File: src/rtl/mac_r_frame_parser.sv
// MII/GMII receive frame parser: preamble/SFD detection, CRC-32 check, FCS/tail-tag stripping.
// Optional tail-tag handling is enabled with the MAC_R_TAILTAG_EN macro.
module mac_r_frame_parser #(
  parameter int          MAX_LEN   = 1522,
  parameter int          MIN_LEN   = 64,
  parameter int          PORT_NUM  = 4,
  parameter logic [15:0] TTE_TYPE0 = 16'h88F7,
  parameter logic [15:0] TTE_TYPE1 = 16'h0892,
  localparam int         PORT_W    = (PORT_NUM > 1) ? $clog2(PORT_NUM) : 1
) (
  input  logic              clk,
  input  logic              rst_sys,
  input  logic [1:0]        speed,
  input  logic              rx_ce,
  input  logic              rx_dv,
  input  logic [7:0]        rx_d,
  input  logic [31:0]       counter_ns,
  output logic [7:0]        out_data,
  output logic              out_valid,
  output logic              out_sof,
  output logic              out_eof,
  output logic              stat_valid,
  output logic [10:0]       stat_len,
  output logic              stat_crc_ok,
  output logic              stat_len_err,
  output logic              stat_tte,
  output logic              stat_tag_err,
  output logic [PORT_W-1:0] stat_port,
  output logic [31:0]       stat_ts
);

`ifdef MAC_R_TAILTAG_EN
  localparam int D = 5;
`else
  localparam int D = 4;
`endif
  localparam int          DEPTH       = D + 1;
  localparam logic [31:0] CRC_RESIDUE = 32'hDEBB20E3;

  typedef enum logic [2:0] {
    WAIT_IFG = 3'd0,
    IDLE     = 3'd1,
    PREAMBLE = 3'd2,
    DATA     = 3'd3,
    DROP     = 3'd4
  } state_t;

  function automatic logic [31:0] crc32_byte(input logic [31:0] c, input logic [7:0] d);
    logic [31:0] r;
    r = c ^ {24'h000000, d};
    for (int i = 0; i < 8; i++) begin
      r = r[0] ? ((r >> 1) ^ 32'hEDB88320) : (r >> 1);
    end
    return r;
  endfunction

`ifdef MAC_R_TAILTAG_EN
  function automatic logic tag_onehot(input logic [7:0] t);
    logic ok;
    int   n;
    ok = 1'b1;
    n  = 0;
    for (int i = 0; i < 8; i++) begin
      if (t[i]) begin
        n++;
        if (i >= PORT_NUM) ok = 1'b0;
      end
    end
    return ok && (n == 1);
  endfunction

  function automatic logic [PORT_W-1:0] tag_index(input logic [7:0] t);
    logic [PORT_W-1:0] idx;
    idx = '0;
    for (int i = 0; i < PORT_NUM && i < 8; i++) begin
      if (t[i]) idx = PORT_W'(i);
    end
    return idx;
  endfunction
`endif

  state_t            state_r, state_nxt_s;
  logic              mii_r, nib_ph_r, tte_r, ovf_r;
  logic [3:0]        nib_lo_r, rx_cnt_r;
  logic [7:0]        buf_r [0:DEPTH-1];
  logic [7:0]        type_hi_r;
  logic [2:0]        cnt_r;
  logic [31:0]       crc_r;
  logic [10:0]       out_cnt_r;
  logic              gmii_s, byte_stb_s, end_s, full_s, tag_ok_s, len_bad_s;
  logic              start_s, push_s, emit_s, eof_s, fin_s, ovf_s;
  logic [7:0]        byte_s;
  logic [10:0]       len_s;
  logic [31:0]       len_ext_s;
  logic [PORT_W-1:0] tag_idx_s;

  // The line mode follows the live speed until SFD, then the value latched there.
  assign gmii_s     = (state_r == DATA || state_r == DROP) ? ~mii_r : (speed == 2'b10);
  assign byte_stb_s = rx_ce & rx_dv & (gmii_s | nib_ph_r);
  assign byte_s     = gmii_s ? rx_d : {rx_d[3:0], nib_lo_r};
  assign end_s      = rx_ce & ~rx_dv;
  assign full_s     = (cnt_r == 3'(DEPTH));
  assign len_s      = out_cnt_r + {10'd0, emit_s};
  assign len_ext_s  = {21'd0, len_s} + 32'd4;
  assign len_bad_s  = ovf_r | (len_ext_s < 32'(MIN_LEN)) | (len_ext_s > 32'(MAX_LEN));
`ifdef MAC_R_TAILTAG_EN
  assign tag_ok_s   = tag_onehot(buf_r[1]);
  assign tag_idx_s  = tag_ok_s ? tag_index(buf_r[1]) : '0;
`else
  assign tag_ok_s   = 1'b1;
  assign tag_idx_s  = '0;
`endif

  // FSM state register
  always_ff @(posedge clk) begin
    if (rst_sys) state_r <= WAIT_IFG;
    else         state_r <= state_nxt_s;
  end

  // Next-state and per-byte control decode
  always_comb begin
    state_nxt_s = state_r;
    start_s = 1'b0; push_s = 1'b0; emit_s = 1'b0;
    eof_s   = 1'b0; fin_s  = 1'b0; ovf_s  = 1'b0;
    case (state_r)
      WAIT_IFG: if (end_s) state_nxt_s = IDLE; else state_nxt_s = WAIT_IFG;
      IDLE: if (byte_stb_s) state_nxt_s = (byte_s == 8'h55) ? PREAMBLE : DROP;
            else            state_nxt_s = IDLE;
      PREAMBLE: begin
        if (end_s)                                   state_nxt_s = IDLE;
        else if (byte_stb_s && byte_s == 8'h55)      state_nxt_s = PREAMBLE;
        else if (byte_stb_s && byte_s == 8'hD5) begin
          state_nxt_s = DATA;
          start_s     = 1'b1;
        end
        else if (byte_stb_s)                         state_nxt_s = DROP;
        else                                         state_nxt_s = PREAMBLE;
      end
      DATA: begin
        if (end_s) begin
          fin_s       = 1'b1;
          emit_s      = full_s;
          eof_s       = full_s;
          state_nxt_s = IDLE;
        end else if (byte_stb_s) begin
          push_s = 1'b1;
          emit_s = full_s;
          // Truncate an overlong frame at its last legal byte
          if (full_s && out_cnt_r == 11'(MAX_LEN - 5)) begin
            eof_s       = 1'b1;
            ovf_s       = 1'b1;
            state_nxt_s = DROP;
          end else begin
            state_nxt_s = DATA;
          end
        end else begin
          state_nxt_s = DATA;
        end
      end
      DROP: begin
        if (end_s) begin
          fin_s       = ovf_r;
          state_nxt_s = IDLE;
        end else begin
          state_nxt_s = DROP;
        end
      end
      default: state_nxt_s = WAIT_IFG;
    endcase
  end

  // Nibble assembly, delay buffer, CRC and registered outputs
  always_ff @(posedge clk) begin
    if (rst_sys) begin
      mii_r <= 1'b0; nib_ph_r <= 1'b0; nib_lo_r <= 4'h0; tte_r <= 1'b0; ovf_r <= 1'b0;
      for (int i = 0; i < DEPTH; i++) buf_r[i] <= 8'h00;
      cnt_r <= 3'd0; crc_r <= 32'h00000000; rx_cnt_r <= 4'd0; out_cnt_r <= 11'd0;
      type_hi_r <= 8'h00;
      out_data <= 8'h00; out_valid <= 1'b0; out_sof <= 1'b0; out_eof <= 1'b0;
      stat_valid <= 1'b0; stat_len <= 11'd0; stat_crc_ok <= 1'b0; stat_len_err <= 1'b0;
      stat_tte <= 1'b0; stat_tag_err <= 1'b0; stat_port <= '0; stat_ts <= 32'h00000000;
    end else begin
      out_valid  <= emit_s;
      out_data   <= emit_s ? buf_r[0] : 8'h00;
      out_sof    <= emit_s && (out_cnt_r == 11'd0);
      out_eof    <= eof_s;
      stat_valid <= fin_s;

      if (rx_ce && rx_dv && !gmii_s) begin
        if (!nib_ph_r) nib_lo_r <= rx_d[3:0];
        nib_ph_r <= ~nib_ph_r;
      end else if (end_s) begin
        nib_ph_r <= 1'b0;
      end

      if (start_s) begin
        mii_r     <= (speed != 2'b10);
        stat_ts   <= counter_ns;
        crc_r     <= 32'hFFFFFFFF;
        cnt_r     <= 3'd0;
        rx_cnt_r  <= 4'd0;
        out_cnt_r <= 11'd0;
        tte_r     <= 1'b0;
        ovf_r     <= 1'b0;
      end

      if (push_s) begin
        crc_r <= crc32_byte(crc_r, byte_s);
        for (int i = 0; i < DEPTH - 1; i++) buf_r[i] <= buf_r[i+1];
        buf_r[DEPTH-1] <= byte_s;
        if (!full_s) cnt_r <= cnt_r + 3'd1;
        if (rx_cnt_r != 4'hF) rx_cnt_r <= rx_cnt_r + 4'd1;
        if (rx_cnt_r == 4'd12) type_hi_r <= byte_s;
        if (rx_cnt_r == 4'd13) tte_r <= ({type_hi_r, byte_s} == TTE_TYPE0) ||
                                        ({type_hi_r, byte_s} == TTE_TYPE1);
      end

      if (emit_s) out_cnt_r <= out_cnt_r + 11'd1;
      if (ovf_s)  ovf_r <= 1'b1;

      if (fin_s) begin
        stat_len     <= len_s;
        stat_crc_ok  <= (crc_r == CRC_RESIDUE) && !nib_ph_r && !ovf_r;
        stat_len_err <= len_bad_s;
        stat_tte     <= tte_r;
        stat_tag_err <= eof_s && !ovf_r && !tag_ok_s;
        stat_port    <= (eof_s && !ovf_r) ? tag_idx_s : '0;
        ovf_r        <= 1'b0;
        cnt_r        <= 3'd0;
      end
    end
  end

endmodule

File: config.mk
export PLATFORM = sky130hd
export DESIGN_NAME = mac_r_frame_parser
export DESIGN_NICKNAME = d
export VERILOG_FILES = /design/src/rtl/mac_r_frame_parser.sv
export SDC_FILE = /design/constraint.sdc
export NUM_CORES = 1
export LEC_CHECK = 0
export ABC_AREA = 0
export ABC_CLOCK_PERIOD_IN_PS = 13500
export CORE_ASPECT_RATIO = 1.5
export CORE_MARGIN = 1.5
export CORE_UTILIZATION = 50
export CTS_CLUSTER_SIZE = 16
export DETAILED_ROUTE_END_ITERATION = 10
export PLACE_DENSITY = 0.77
export SYNTH_ARGS = -nofsm -noshare
export SYNTH_HDL_FRONTEND = slang
export SYNTH_SLANG_ARGS = --single-unit
File: constraint.sdc
create_clock -name clk -period 13.5 [get_ports clk]
set_input_delay 2.025 -clock clk [delete_from_list [all_inputs] [get_ports clk]]
set_output_delay 2.025 -clock clk [all_outputs]
set_load 0.01 [all_outputs]
==> results.yml <==
outcome:
  status: "complete, no violations"
hold_path:
  min_to: "out_data[7]$_SDFF_PP0_"
  holdPathStages: 1
  worstHoldStart: "buf_r[0][7]$_SDFFCE_PN0P_"
  hold_class: "reg -> reg"
clock_tree:
  path_clk_slew_ns: 0.07
  cts_buffer_depth: 2
  clkLatencyLatePin_ns: 0.44
  cts-root-buf: "clkbuf_16"
  hold_buffers: 0
  numCtsBuffers: 17
  ctsResizeCount: 0
  cts.sinks: 167
  htreeDepth: 4
  tritoncts: "done"
  post_cts_buffers: 0
synthesis:
  ys_types: 71
  netlist_instances: 879
  synthSimpleGateAreaFrac_pct: 20.2
  yosys-mux-area-fraction_pct: 1.63
  synth_xor_area_share_pct: 11.3
  ys.flop_type: "dfxtp_1"
  synth_edf_count: 40
  synth.avg_cell_area_um2: 9.27
  synth_seq_area_share_pct: 45.9
  synth_top_family_by_area: "simple AND/OR/NAND/NOR gates"
  ys_seq_elements: 167
  syn_area_mm2: 0.00815
  synthArstFlopShare_pct: 0
  synthAdderAreaFrac_pct: 2.12
  synth_compound_area_share_pct: 14.8
  yosysWarnings: 0
final_layout:
  drive_gt1_share_pct: 7.14
  post-route-util_pct: 61.7
  antenna_cells: 0
  fin_area_mm2: 0.00990
  synthToLayoutAreaGrowth_pct: 21.5
  finish.net_count: 1012
  finalNonFillerCells: 1172
sta:
  final.setup_skew_ns: 0.0174
  drv_slew: 0
  final_hold_viol_count: 0
  finalSetupTns_ns: 0
  tightest_slew_ns: 1.14
  layout_worst_path_cycle_share_pct: 48.0
  max_freq_mhz: 154
  setup_viol: 0
  hold_ws_ns: 0.443
  max_slew_margin_pct: 23.7
  grt_setup_unrepaired: "no"
  fin_crit_ns: 6.49
  worst_slack_ns: 7.01
floorplanning:
  die_area_mm2: 0.0171
  die_h_um: 159
  ioPinCount: 107
  initial_core_util_pct: 50.8
  die_x_um: 107
  coreArea_mm2: 0.0160
  rows: 57
setup_path:
  worstReg2RegStart: "state_r[0]$_SDFF_PP0_"
  crit_chain: "clkdlybuf4s50_1 -> nand2b_1 -> and3_4 -> nor2_8 -> o311ai_1 -> inv_1 -> ha_1 -> ha_1 -> xnor2_1 -> inv_1 -> ha_1 -> nor2_1 -> o32ai_1 -> maj3_1 -> nor3_1 -> o22ai_1 -> a211oi_1"
  reg2regPathDepth: 16
  startpoint_type: "input port"
  reg2reg_to: "stat_len_err$_SDFFE_PP0P_"
  required_ns: 13.85
  cp_slowest_cell: "o311ai_1"
  cp-end-kind: "register"
  cp_slowest_stage_delay_ns: 0.83
  crit_top_cell: "ha_1"
  arrival_ns: 6.84
  ff2ff_setup_slack_ns: 8.21
  cp_max_fo: 15
  path_class: "in -> reg"
place:
  routabilityCongestion: 0.889
  numPortBuffers: 103
  preCtsSetupSlack_ns: 6.67
  hpwl_um: 12600
  place_inst: 1140
  post_dp_cell_area_mm2: 0.00927
drt:
  wl_um: 18600
  antenna_left: 0
  vias: 6578
  viasPerCell: 5.61
  first_iter_violations: 401
  first_pass_iters: 5
  drc: 0
  wl_per_cell_um: 15.9
power:
  vdd_drop_max_uv: 97.3
  fin_total_pwr_mw: 1.14
  power_density_mw_per_mm2: 115
  p_leak_nw: 3.40
grt:
  antenna_found_initial: 0
  grt_pass1_wl_um: 30300
  grt_max_degree: 98
  grt_pass1_vias: 6239
  grt-ovfl-total: 0
  track_usage_pct: 22.5
flow_run:
  maxCapViolCount: 0
-- power breakdown --
group	internal, mW	switching, mW
Combinational	0.0491	0.0561
Sequential	0.516	0.00310
Clock	0.285	0.226
Total	0.849	0.286
-- worst max path at each step --
stage / from / to / slack [ns] / cells past startpoint
6_report: speed[0] / stat_len_err$_SDFFE_PP0P_ / 7.01 / 17
5_1_grt: speed[0] / stat_len_err$_SDFFE_PP0P_ / 6.60 / 17
4_1_cts: speed[0] / stat_len_err$_SDFFE_PP0P_ / 7.09 / 17
3_5_place_dp: speed[0] / stat_len_err$_SDFFE_PP0P_ / 6.67 / 17
3_3_place_gp: speed[0] / stat_len_err$_SDFFE_PP0P_ / 6.86 / 17
2_1_floorplan: speed[0] / stat_len_err$_SDFFE_PP0P_ / 7.73 / 19
-- cells in the final DEF (no fill, tap or decap), types with 17 or more instances in the layout --
cell type	count
dfxtp_1	127
nand2_1	101
inv_1	19
a211oi_1	43
and2_1	40
clkbuf_16	17
a21oi_1	58
clkdlybuf4s50_1	102
edfxtp_1	40
xnor2_1	51
o21ai_0	17
xor2_1	19
nor3_1	18
nor2_1	105
-- routing by layer --
layer | global-route usage (%) | up-vias | part of all wire, %
met4 | 15.1 | 0 | 5.3
met3 | 3.72 | 73 | 4.4
met1 | 24.0 | 3074 | 38
met2 | 40.0 | 206 | 52
met5 | 0 | - | 0
li1 | - | 3225 | -
-- final cells by class --
cell class	count	area, um2
Clock inverter	15	206
Sequential cell	167	3740
Inverter	19	71.3
Clock buffer	17	425
Timing Repair Buffer	110	1080
Tap cell	206	258
Multi-Input combinational cell	638	4120
Fill cell	1358	6140
-- worst max-delay path, delay by kind of cell --
kind,cells,cell delay (ns)
AOI/OAI and AO/OA,4,1.25
xor gates and xnor gates,1,0.27
buffers and inverters,3,1.00
and+or+nand+nor,5,0.93
adders and majority gates,4,1.33
-- sequential cells by signal, indices dropped and copies added, names as in the netlist, 3 cells and up --
register / count
buf_r: 40
crc_r: 32
stat_ts: 32
out_cnt_r: 11
stat_len: 11
out_data: 8
type_hi_r: 8
nib_lo_r: 4
rx_cnt_r: 4
cnt_r: 3
state_r: 3
-- cell families after synthesis --
group	Yosys count
DFF	167
other	1
muxes	12
AOI/OAI and AO/OA	182
xor gates and xnor gates	85
adders and majority gates	14
buffers and inverters	76
and+or+nand+nor	342
-- synth_stat cells (5+ instances only) --
cell type / count / area share (%)
and2_1: 40 / 3.1
nand2b_1: 6 / 0.46
nand4_1: 10 / 0.77
a211oi_1: 43 / 4.0
clkbuf_1: 46 / 2.1
nand3_1: 15 / 0.92
nand2_1: 101 / 4.7
ha_1: 13 / 2.0
o211ai_1: 6 / 0.55
a21oi_1: 58 / 3.6
dfxtp_1: 127 / 31
nor2_1: 106 / 4.9
o21ai_0: 17 / 1.0
xor2_1: 19 / 2.0
mux2i_1: 11 / 1.4
or4_1: 5 / 0.46
nor4_1: 6 / 0.46
and3_1: 5 / 0.38
o22ai_1: 14 / 1.1
xnor2_1: 51 / 5.5
inv_1: 19 / 0.87
nor3_1: 18 / 1.1
a31oi_1: 9 / 0.69
edfxtp_1: 40 / 15
No activity file was read; power rests on OpenSTA's default activity.
